[src/rtl/plain_broadcast_collect.sv]
// Iteration sequencer and result packer behind compute_plain_broadcast: walks every (e, d) pair,
// captures alpha/beta on the stage's done and writes them word-serially into the broadcast buffer.
module plain_broadcast_collect #(
  parameter string       PARAMETER_SET = "L1",
  parameter int unsigned TAU           = 17,
  parameter int unsigned D_SPLIT       = (PARAMETER_SET == "L1") ? 1 : 2,
  parameter int unsigned T             = (PARAMETER_SET == "L5") ? 4 : 3,
  parameter int unsigned WIDTH         = 32,
  localparam int unsigned OUT_DEPTH    = TAU * D_SPLIT * 2 * T,
  localparam int unsigned E_W          = (TAU > 1) ? $clog2(TAU) : 1,
  localparam int unsigned D_W          = (D_SPLIT > 1) ? $clog2(D_SPLIT) : 1,
  localparam int unsigned A_W          = (OUT_DEPTH > 1) ? $clog2(OUT_DEPTH) : 1
) (
  input  logic                 i_clk,
  input  logic                 i_rst,
  input  logic                 i_start,
  output logic                 o_start_cpb,
  input  logic                 i_done_cpb,
  input  logic [WIDTH*T-1:0]   i_alpha,
  input  logic [WIDTH*T-1:0]   i_beta,
  output logic [E_W-1:0]       o_iter_e,
  output logic [D_W-1:0]       o_iter_d,
  output logic                 o_wr_en,
  output logic [A_W-1:0]       o_wr_addr,
  output logic [WIDTH-1:0]     o_wr_data,
  output logic                 o_busy,
  output logic                 o_done
);

  localparam int unsigned J_W  = (T > 1) ? $clog2(T) : 1;
  localparam int unsigned SH_W = 2 * T * WIDTH;

  typedef enum logic [2:0] {
    S_IDLE, S_START, S_WAIT, S_WR_A, S_WR_B, S_NEXT, S_DONE
  } state_t;

  state_t           state_q, state_d;
  logic [E_W-1:0]   e_d;
  logic [D_W-1:0]   d_d;
  logic [J_W-1:0]   j_q, j_d;
  logic [SH_W-1:0]  sh_q, sh_d;
  logic             start_d, wr_en_d, done_d, busy_d;
  logic [A_W-1:0]   addr_d;
  logic [WIDTH-1:0] data_d;
  logic [A_W-1:0]   base_addr;
  logic             last_j, d_more, e_more;

  // First buffer word of the current iteration; iterations pack contiguously.
  assign base_addr = A_W'((32'(o_iter_e) * D_SPLIT + 32'(o_iter_d)) * 2 * T);
  assign last_j    = (j_q == J_W'(T - 1));
  assign d_more    = (32'(o_iter_d) + 32'd1) < D_SPLIT;
  assign e_more    = (32'(o_iter_e) + 32'd1) < TAU;

  // Next-state and next-output decode; outputs are registered so they line up with the state.
  always_comb begin
    state_d = state_q;
    e_d     = o_iter_e;
    d_d     = o_iter_d;
    j_d     = j_q;
    sh_d    = sh_q;
    start_d = 1'b0;
    wr_en_d = 1'b0;
    addr_d  = o_wr_addr;
    data_d  = o_wr_data;
    done_d  = 1'b0;
    unique case (state_q)
      S_IDLE: begin
        if (i_start) begin
          state_d = S_START;
          start_d = 1'b1;
        end
      end
      S_START: state_d = S_WAIT;
      S_WAIT: begin
        if (i_done_cpb) begin
          state_d = S_WR_A;
          j_d     = '0;
          wr_en_d = 1'b1;
          addr_d  = base_addr;
          data_d  = i_alpha[WIDTH*T-1 -: WIDTH];
          sh_d    = {i_alpha, i_beta} << WIDTH;
        end
      end
      S_WR_A: begin
        // Alpha's last word is followed directly by beta's first; the shifter holds both.
        wr_en_d = 1'b1;
        addr_d  = o_wr_addr + A_W'(1);
        data_d  = sh_q[SH_W-1 -: WIDTH];
        sh_d    = sh_q << WIDTH;
        if (last_j) begin
          state_d = S_WR_B;
          j_d     = '0;
        end else begin
          j_d = j_q + J_W'(1);
        end
      end
      S_WR_B: begin
        if (last_j) begin
          state_d = S_NEXT;
        end else begin
          wr_en_d = 1'b1;
          addr_d  = o_wr_addr + A_W'(1);
          data_d  = sh_q[SH_W-1 -: WIDTH];
          sh_d    = sh_q << WIDTH;
          j_d     = j_q + J_W'(1);
        end
      end
      S_NEXT: begin
        if (d_more) begin
          d_d     = o_iter_d + D_W'(1);
          state_d = S_START;
          start_d = 1'b1;
        end else if (e_more) begin
          d_d     = '0;
          e_d     = o_iter_e + E_W'(1);
          state_d = S_START;
          start_d = 1'b1;
        end else begin
          state_d = S_DONE;
          done_d  = 1'b1;
        end
      end
      S_DONE: begin
        e_d     = '0;
        d_d     = '0;
        state_d = S_IDLE;
      end
      default: state_d = S_IDLE;
    endcase
    busy_d = (state_d != S_IDLE);
  end

  // State, counters, capture shifter and output registers.
  always_ff @(posedge i_clk or negedge i_rst) begin
    if (!i_rst) begin
      state_q     <= S_IDLE;
      j_q         <= '0;
      sh_q        <= '0;
      o_iter_e    <= '0;
      o_iter_d    <= '0;
      o_start_cpb <= 1'b0;
      o_wr_en     <= 1'b0;
      o_wr_addr   <= '0;
      o_wr_data   <= '0;
      o_busy      <= 1'b0;
      o_done      <= 1'b0;
    end else begin
      state_q     <= state_d;
      j_q         <= j_d;
      sh_q        <= sh_d;
      o_iter_e    <= e_d;
      o_iter_d    <= d_d;
      o_start_cpb <= start_d;
      o_wr_en     <= wr_en_d;
      o_wr_addr   <= addr_d;
      o_wr_data   <= data_d;
      o_busy      <= busy_d;
      o_done      <= done_d;
    end
  end

endmodule

[config.mk]
export PLATFORM = sky130hd
export DESIGN_NAME = plain_broadcast_collect
export DESIGN_NICKNAME = d
export VERILOG_FILES = /design/src/rtl/plain_broadcast_collect.sv
export SDC_FILE = /design/constraint.sdc
export NUM_CORES = 1
export LEC_CHECK = 0
export ABC_AREA = 0
export CORE_MARGIN = 2
export CORE_UTILIZATION = 45
export DETAILED_ROUTE_END_ITERATION = 7
export PLACE_DENSITY = 0.77
export RECOVER_POWER = 25
export SYNTH_ARGS = -nofsm -noshare
export SYNTH_HDL_FRONTEND = slang
export SYNTH_SLANG_ARGS = --single-unit
[constraint.sdc]
create_clock -name i_clk -period 1.93 [get_ports i_clk]
set_input_delay 0.386 -clock i_clk [delete_from_list [all_inputs] [get_ports i_clk]]
set_output_delay 0.386 -clock i_clk [all_outputs]
set_load 0.05 [all_outputs]
==> results.cfg <==
[die]
start_util_pct = 46.14
coreArea_mm2 = 0.02122
die_y_um = 151.5
rows = 53
io_pins = 245
die_area_mm2 = 0.02296
die_x_um = 151.5

[yosys]
synth_cells = 1116
synth-seq-cells = 213
yosysWarnings = 0
yosysSeqAreaShare_pct = 54.43
synth_ff_type = dfrtp_1
synth.avg_cell_area_um2 = 8.774
synth-edff-count = 0
synth-async-reset-ratio_pct = 100.0
ys_types = 52
syn_area_mm2 = 0.009792

[placement]
pre_cts_ws_ns = -0.02971
place_inst = 1597
gp_congestion = 0.8425
placed_cell_area_mm2 = 0.01282
dp_hpwl_um = 19320
portBuffers = 243

[clocking]
cts_tree = yes
h-tree-depth = 1
postCtsSetupBuffers = 0
clk_pin_slew_ns = 0.06
cts_buffer_depth = 3
numClockSinks = 213
cts_root_buf = clkbuf_16
cts_buffers = 24
worstSkewPairLatency_ns = 0.52

[cells_and_area]
nNetsFinal = 1557
register_area_mm2 = 0.005336
post-route-util_pct = 64.75
syn_to_final_growth_pct = 40.31
finalNonFillerCells = 1643
layout.cell_area.non_filler_mm2 = 0.01374
layout_common_cells = 337 x nand2_1, 208 x dfrtp_1, 194 x clkdlybuf4s50_1, 171 x nor2_1, 162 x a31oi_1
final_common_cell = nand2_1
multi_input_area_mm2 = 0.004054
final_layout_size_suffix_gt1_share_pct = 9.290
nFillCells = 1774

[worst_setup_path]
worstPathArrival_ns = 2.29
cp-end-kind = register
worst-setup-path-type = reg -> reg
cp-start-kind = register
crit_fanout = 3
crit_required_ns = 2.33
crit_slowest_cell = dfrtp_2
cpPeakStageDelay_ns = 0.42
crit_top_cell = ha_4
crit_chain = ha_4, ha_4, fa_2, buf_4, xor2_1, o22ai_1, o2bb2a_2

[detailed_routing]
dr_total_vias = 8869
antenna_left = 0
wl_per_cell_um = 16.79
drc = 0
viasPerCell = 5.398
routed_wl_um = 27590
initialDrtViolationCount = 624
dr.pass1.iters = 5

[timing]
rsz0062_at_grt = true
whs_ns = 0.4189
slew_headroom_pct = 43.93
post-route-period-util_pct = 97.79
clock.fmax_ghz = 0.5299
final-hold-violation-count = 0
setup_slack_ns = 0.04274
min_period_ns = 1.887
setup_viol = 0
finalSetupTns_ns = 0
clock_skew_ns = 0.01307
tightest_slew_ns = 0.8410
slew_viol_final = 0

[global_routing]
grt_use_total_pct = 23.50
grt-ovfl-total = 0
antenna_found_initial = 0
grt_max_degree = 78
grt_pass1_vias = 8431
grt_pass1_wl_um = 43210

[power_and_ir_drop]
p_total_mw = 26.95
p_leak_nw = 5.969
ir_drop_uv = 1032
p_per_area_mw_per_mm2 = 1962

[run]
max-cap-violations = 0

[outcome]
status = completed

[hold_path]
min_path_type = in -> reg
-- layout make-up --
cell class,instances,share of cell area (%)
multi-input combinational,804,29.51
clock buffer,31,4.854
antenna,1,0.01821
timing repair buffer,298,22.15
clock inverter,12,1.794
inverter,9,0.3369
tap,275,2.504
sequential,213,38.84
-- layer usage --
layer / part of all wire [%] / up-vias / track usage (%)
li1: - / 4296 / -
met1: 45 / 4209 / 34.60
met2: 46 / 317 / 37.06
met3: 6.7 / 47 / 2.784
met4: 2.5 / 0 / 6.528
met5: 0 / - / 0
-- cell families (layout without fill, tap and decap cells) --
logic type      after synthesis  count (layout)  share of synthesized area [%]
simple gates                542             542                          21.71
compound gates              245             245                          16.71
flops                       213             213                          54.43
buf+inv                     100             350                          5.264
fa+ha+maj                    11              11                          1.482
xor+xnor                      4               4                         0.3578
other cells                   1               3                        0.03830
-- power breakdown --
part	internal (mW)	leakage (nW)	switching (mW)	total, mW
Clock	3.37	0.450	1.83	5.20
Combinational	5.37	3.07	8.18	13.6
Sequential	6.81	2.45	1.39	8.19
-- worst paths after layout --
| check | endpoint | slack (ns) | startpoint | cells after the start |
|---|---|---|---|---|
| max in group asynchronous | sh_q[153] | 0.31 | i_rst | 3 |
| min in group asynchronous | sh_q[63] | 0.54 | i_rst | 2 |
| hold reg to reg | sh_q[36] | 0.51 | sh_q[36] | 1 |
| hold / removal | sh_q[178] | 0.42 | i_alpha[50] | 3 |
| setup / recovery | o_wr_addr[4] | 0.04 | o_iter_e[1] | 7 |
| setup reg to reg | o_wr_addr[4] | 0.04 | o_iter_e[1] | 7 |
-- sequential cells by signal, summed over array words and instances (netlist names), 2 cells and up --
name and count:
o_wr_addr 7, sh_q 160, state_q 3, o_wr_data 32, o_iter_e 5, j_q 2
-- synthesized netlist by cell type (3+ instances only) --
library cell    n  area [µm²]
nand2_1       337        1265
dfrtp_1       213        5330
nor2_1        171       641.9
a31oi_1       162        1013
buf_2          58       290.3
a22o_1         33       289.0
clkbuf_1       16       60.06
buf_4          14       105.1
o21ai_0        13       65.06
ha_1           10       125.1
a21oi_1         8       40.04
inv_1           8       30.03
nand2b_1        5       31.28
nor3_1          5       25.02
o22ai_1         5       31.28
nand3_1         4       20.02
a211oi_1        3       22.52
a21o_1          3       22.52
a22oi_1         3       22.52
a311oi_1        3       26.28
and2_1          3       18.77
xor2_1          3       26.28
-- critical path: cells and delay by family, from the launching register on --
family	cells	cell delay [ns]
adder cells (fa/ha/maj)	3	0.74
flip-flops	1	0.42
AO/OA/AOI/OAI	2	0.32
buffers and inverters	1	0.14
XOR/XNOR	1	0.14
-- what timing repair did --
item	in CTS	in global routing
gates resized for setup	39	4
pin swaps	2	6
endpoints found under the hold margin	50	0
endpoints found under the setup margin	37	145
hold buffers	1	0
cloned	0	1
(Power assumes the default switching activity.)
